==> config.mk <==
export PLATFORM = sky130hd
export DESIGN_NAME = mac_requant
export DESIGN_NICKNAME = d
export VERILOG_FILES = /design/src/rtl/mac_requant.sv
export SDC_FILE = /design/constraint.sdc
export NUM_CORES = 1
export LEC_CHECK = 0
export CAP_MARGIN = 40
export CELL_PAD_IN_SITES_DETAIL_PLACEMENT = 1
export CELL_PAD_IN_SITES_GLOBAL_PLACEMENT = 1
export CORE_ASPECT_RATIO = 1.25
export CORE_MARGIN = 10
export CORE_UTILIZATION = 45
export DETAILED_ROUTE_END_ITERATION = 12
export PLACE_DENSITY_LB_ADDON = 0.08
export SLEW_MARGIN = 10
export SYNTH_ARGS = -nofsm -noshare
export SYNTH_HDL_FRONTEND = slang
export SYNTH_SLANG_ARGS = --single-unit
export TNS_END_PERCENT = 10
==> constraint.sdc <==
create_clock -name clk -period 3.5 [get_ports clk]
set_input_delay 0.525 -clock clk [delete_from_list [all_inputs] [get_ports clk]]
set_output_delay 0.525 -clock clk [all_outputs]
set_load 0.05 [all_outputs]
==> src/rtl/mac_requant.sv <==
// mac_requant: accumulates LEN signed MAC sums, then rounds, shifts and saturates.
// Optional build macro MAC_REQUANT_RELU_EN clamps negative results to zero.
module mac_requant #(
    parameter int CP    = 16,
    parameter int OP    = 8,
    parameter int LEN   = 16,
    parameter int SHIFT = 7,
    parameter int ACC_W = 21
) (
    input  logic               clk,
    input  logic               rst_n,
    input  logic               in_valid,
    output logic               in_ready,
    input  logic signed [CP:0] in_data,
    output logic               out_valid,
    input  logic               out_ready,
    output logic signed [OP:0] out_data,
    output logic               out_sat,
    output logic               busy
);

    localparam int CW = (LEN > 1) ? $clog2(LEN) : 1;
    localparam logic [CW-1:0] LAST = CW'(LEN - 1);
    localparam logic signed [ACC_W:0] RND  = ((ACC_W+1)'(1) << SHIFT) >> 1;
    localparam logic signed [ACC_W:0] MAXV = (ACC_W+1)'((1 << OP) - 1);
    localparam logic signed [ACC_W:0] MINV = (ACC_W+1)'(-(1 << OP));

    typedef enum logic [1:0] {
        ACCUM,
        ROUND,
        HOLD
    } state_t;

    state_t state, state_nx;

    logic signed [ACC_W-1:0] acc;
    logic signed [ACC_W-1:0] ext;
    logic [CW-1:0]           count;
    logic                    accept;
    logic signed [ACC_W:0]   rsum;
    logic signed [ACC_W:0]   r;
    logic signed [OP:0]      q;
    logic                    hi;
    logic                    lo;
    logic                    sat;

    assign in_ready = (state == ACCUM);
    assign accept   = in_valid && in_ready;
    assign ext      = ACC_W'(in_data);
    assign busy     = (count != '0) || (state != ACCUM);

    // Round half-up at one extra bit, shift, then clamp to the output range.
    always_comb begin
        rsum = {acc[ACC_W-1], acc} + RND;
        r    = rsum >>> SHIFT;
        hi   = (r > MAXV);
        lo   = (r < MINV);
        q    = r[OP:0];
        sat  = hi || lo;
        if (hi) begin
            q = MAXV[OP:0];
        end else if (lo) begin
            q = MINV[OP:0];
        end
`ifdef MAC_REQUANT_RELU_EN
        if (q[OP]) begin
            q = '0;
        end
        sat = hi;
`endif
    end

    // State register.
    always_ff @(posedge clk or negedge rst_n) begin
        if (!rst_n) begin
            state <= ACCUM;
        end else begin
            state <= state_nx;
        end
    end

    // Next-state: accumulate LEN beats, one rounding cycle, hold until taken.
    always_comb begin
        state_nx = state;
        unique case (state)
            ACCUM: begin
                if (accept && (count == LAST)) begin
                    state_nx = ROUND;
                end
            end
            ROUND: begin
                state_nx = HOLD;
            end
            HOLD: begin
                if (out_valid && out_ready) begin
                    state_nx = ACCUM;
                end
            end
            default: begin
                state_nx = ACCUM;
            end
        endcase
    end

    // Datapath: accumulator, beat counter and registered result.
    always_ff @(posedge clk or negedge rst_n) begin
        if (!rst_n) begin
            acc       <= '0;
            count     <= '0;
            out_valid <= 1'b0;
            out_data  <= '0;
            out_sat   <= 1'b0;
        end else begin
            unique case (state)
                ACCUM: begin
                    if (accept) begin
                        acc   <= acc + ext;
                        count <= count + 1'b1;
                    end
                end
                ROUND: begin
                    out_data  <= q;
                    out_sat   <= sat;
                    out_valid <= 1'b1;
                end
                HOLD: begin
                    if (out_valid && out_ready) begin
                        out_valid <= 1'b0;
                        acc       <= '0;
                        count     <= '0;
                    end
                end
                default: begin
                    out_valid <= 1'b0;
                end
            endcase
        end
    end

endmodule

After elaboration in Yosys (flattened, before gate mapping)
Cells that the tools add are included.

operators by class
  $add $sub $neg = 3
  magnitude comparators = 2
  equal/unequal tests = 6
  muxes and demuxes = 13
  bitwise gates (word level) = 1
  reduce and logical (&&, ||, !) cells = 12

operators with widths
  cell                   count
  $mux 21                2
  $pmux 21 s2            1
  $add 21x8->22 const B  1
  $add 21x17->21         1
  $mux 9                 2
  $gt 15x9->1 const B    1
  $lt 15x9->1 const B    1
  $mux 4                 2
  $pmux 4 s2             1
  $pmux 2 s3             1
  $add 4x1->4 const B    1
  $eq 4x4->1 const B     1
  $mux 2                 2
  $ne 2x1->1 const B     2
  $reduce_and 2->1       2
  $reduce_bool 2->1      2
  $reduce_bool 4->1      1
  $logic_and 1x1->1      3
  $pmux 1 s3             1
  $reduce_and 3->1       1
  $eq 2x1->1 const B     1
  $eq 2x2->1 const B     1
  $logic_not 2->1        1
  $logic_or 1x1->1       2
  other kinds (3)        3

word-level totals
  register bits after elaboration = 38
  bits of input ports = 21

Logic depth before layout (Yosys ltp)
  word-level depth = 5
  gate-level depth with buffers = 10
  depth with buffers taken out = 10

Least setup slack after synthesis
OpenSTA, ideal clock, no wires.

  path type = in2reg
  from = input port in_data[0]
  to = register acc[14]
  arrival time = 2305 ps
  data required time = 3417 ps
  setup slack = 1112 ps
  cell stages on the path = 10
  buffers on the path = 0
  path through = ha_1 inv_1 fa_1 nand2b_1 a21oi_1 nor3b_1 o31ai_1 a211oi_1 xor2_1 o21ai_0

between the ends
  cells in the longest elaborated chain, start to end = 3

RTL lines
  item                    RTL line  text
  start: declaration      14        input logic signed [CP:0] in_data,
  $add 21x17->21          117       acc <= acc + ext;
  $mux 21                 116       if (accept) begin
  $pmux 21 s2             114       unique case (state)
  end signal: assignment  117
  end: declaration        36        logic signed [ACC_W-1:0] acc;

Every way passes these cells. The select of a mux whose other input is x is not followed.
A chain may end at the register's enable or synchronous reset.

Worst setup path after layout
Ends and elaborated chain as after synthesis.

==> flow_summary.yaml <==
outcome:
  outcome: "finished, final reports clean"
layout:
  drive_gt1_share_pct: 6.469
  n_fill_cell: 756
  area_growth_pct: 17.53
  nets: 415
  antennaDiodeCount: 0
  instances_no_fill: 456
route:
  drt-vias-per-instance: 5.564
  drt_iter0_drc: 81
  finalWirelength_mm: 7.108
  drc_errors: 0
  drt_pass1_iterations: 4
  avgRoutedWirePerCell_um: 15.59
  vias: 2537
  ant_nets: 0
synthesis:
  synth_top_area_share_pct: 32.82
  synth.area.top_cells: "dfrtp_1, ha_1, nand2_1"
  synth.most_common_cell: "nand2_1"
  syn_area_per_cell_um2: 8.448
  yosysWarnings: 0
  async_flop_share_pct: 100.0
  netlist_instances: 343
  synth_sequential_area_ratio_pct: 32.82
  synth_nets: 388
  synth_edf_count: 0
  synthTopCellsByCount: "nand2_1, dfrtp_1, o21ai_0, ha_1, nor2_1"
  netlist_area_mm2: 0.002898
  yosysTopAreaCell: "dfrtp_1"
  ys.flop_type: "dfrtp_1"
  synth_cell_types: 57
  ys_ff_latch: 38
cts:
  insertion_delay_ns: 0.29
  clk_pin_slew_ns: 0.08
  cts_buffers: 5
  postCtsHoldBufs: 0
  clock_path_buffers: 2
  root_buffer: "clkbuf_8"
  post-cts-setup-buffer-count: 0
  tritoncts: "yes"
  cts_resized: 0
  cts_max_level: 2
  clock_sinks: 38
sta:
  setup_tns_ns: 0
  hold_violations: 0
  layout_setup_ws_ns: 0.6293
  worstMarginPinSlew_ns: 0.6429
  fmax_ghz: 0.3484
  clock_skew_ns: 0.006891
  rsz0062_at_grt: "no"
  maxSlewViolCount: 0
  finalSetupViolCount: 0
  slew_headroom_pct: 57.04
  post-route-period-util_pct: 82.02
  hold_ws_ns: 0.1097
  fin_crit_ns: 2.871
power:
  p_total_w: 0.0008985
  vdd.ir_drop.worst_uv: 132.8
  powerDensity_mw_per_mm2: 263.8
  p_leak_nw: 1.468
place:
  post-dp-hpwl_mm: 5.694
  dp_cells: 448
  gp_congestion: 0.7963
  portBuffers: 33
  post-place-ws_ns: 0.3265
global_routing:
  grt_max_degree: 27
  grt_pass1_wl_mm: 12.57
  grt.overflow.total: 0
  grt.total_usage_pct: 14.75
  antenna_found_initial: 0
  first_global_vias: 2706
die:
  die_w_um: 91.78
  initial_core_util_pct: 46.69
  fp.dieArea_mm2: 0.01007
  fp-row-count: 32
  core_area_mm2: 0.006206
  die_y_um: 109.7
  io_pins: 34
setup_path:
  endpoint_kind: "flip-flop"
  crit_fanout: 3
  crit_chain: "clkdlybuf4s50_1, ha_1, inv_1, fa_1, nand2b_1, a21oi_1, nor3b_1, o31ai_1, a211oi_1, xor2_1, o21ai_0"
  startpoint_type: "input pin"
  cp_slowest_cell: "clkdlybuf4s50_1"
  worstSetupPathDepth: 11
  cpPeakStageDelay_ns: 0.46
  cp.buffers_inverters: 2
  cp_top_family: "compound AO/OA/AOI/OAI gates"
  worstSetupPathType: "in -> reg"
  reg2reg_depth: 10
  r2r_setup_slack_ns: 0.95
  reg2reg_from: "acc[0]"
  required_ns: 3.70
  r2r_end: "acc[14]"
  critPathArrivalTime_ns: 3.07
run:
  drv_cap: 0
min_path:
  hp-class: "in -> async"
[cells by family (layout without fill, tap and decap cells)]
family	after synthesis	count (layout)	synth area share (%)
AOI/OAI and AO/OA	99	99	21.76
buffers and inverters	28	56	4.058
xor gates and xnor gates	27	27	8.161
muxes	3	3	1.166
and+or+nand+nor	124	124	21.42
adders and majority gates	24	24	10.62
DFF	38	38	32.82
[where the power goes]
group | switching [W] | internal, W | total [W]
registers | 0 | 0.000439 | 0.000439
clock network | 0.000169 | 0.000212 | 0.000381
logic | 0.0000411 | 0.0000382 | 0.0000793
[state kept, by name (all words and copies together), names as in the netlist]
name       count
out_sat        1
out_valid      1
out_data       9
count          4
acc           21
state          2
[through the flow]
stage	cell area [um2]	util, %
2_1_floorplan	2898	-
3_3_place_gp	3272	52.72
3_5_place_dp	3292	53.04
4_1_cts	3406	54.88
5_1_grt	3406	54.88
6_report	3406	54.88
[worst max path at each step]
stage / start / endpoint / slack [ns]
global placement: in_data[0] / acc[18] / 0.39
finish: in_data[0] / acc[14] / 0.63
CTS: in_data[0] / acc[14] / 0.61
detailed placement: in_data[0] / acc[14] / 0.33
floorplan: in_data[0] / acc[14] / 1.11
global route: in_data[0] / acc[14] / 0.37
[final cells by class]
cell class                 instances  area [um2]  share of cell area [%]
clock buffer                       5       68.82                   2.021
sequential                        38       950.9                   27.92
tap                               85       106.4                   3.123
multi-input combinational        277        1829                   53.71
inverter                          12       45.04                   1.323
timing repair buffer              36       360.3                   10.58
clock inverter                     3       45.04                   1.323
[layout by cell type (no fill, tap or decap), drive strengths merged, types with 2 or more instances in the layout]
master         count
o221ai             2
o21ai             39
nand3             12
o2111ai            2
o21a               2
a22o               3
nand2b            10
o21bai             2
xnor2             14
o211ai             3
buf                4
clkdlybuf4s50     32
nor4               2
a21oi             21
nand2             53
inv               12
clkinvlp           2
nor3              10
a41oi              2
a21o               6
and2               2
mux2               3
clkbuf             5
a31oi              3
nor2              22
ha                23
xor2              13
dfrtp             38
nand4              6
a211oi             2
[worst reg2reg max path, cell delays in order (launching register included)]
cell and delay [ns]:
dfrtp_1 0.36, ha_1 0.18, inv_1 0.06, fa_1 0.38, nand2b_1 0.19, a21oi_1 0.25, nor3b_1 0.09, o31ai_1 0.44
a211oi_1 0.16, xor2_1 0.16, o21ai_0 0.17
[per-layer routing]
layer  track usage [%]  vias up  wire length (um)
met4             3.974        0                80
li1                  -     1280                 -
met1             18.26     1218              3395
met5                 0        -                 0
met2             25.64       30              3431
met3             2.933        9               200
Power figures use the tool's default switching activity.
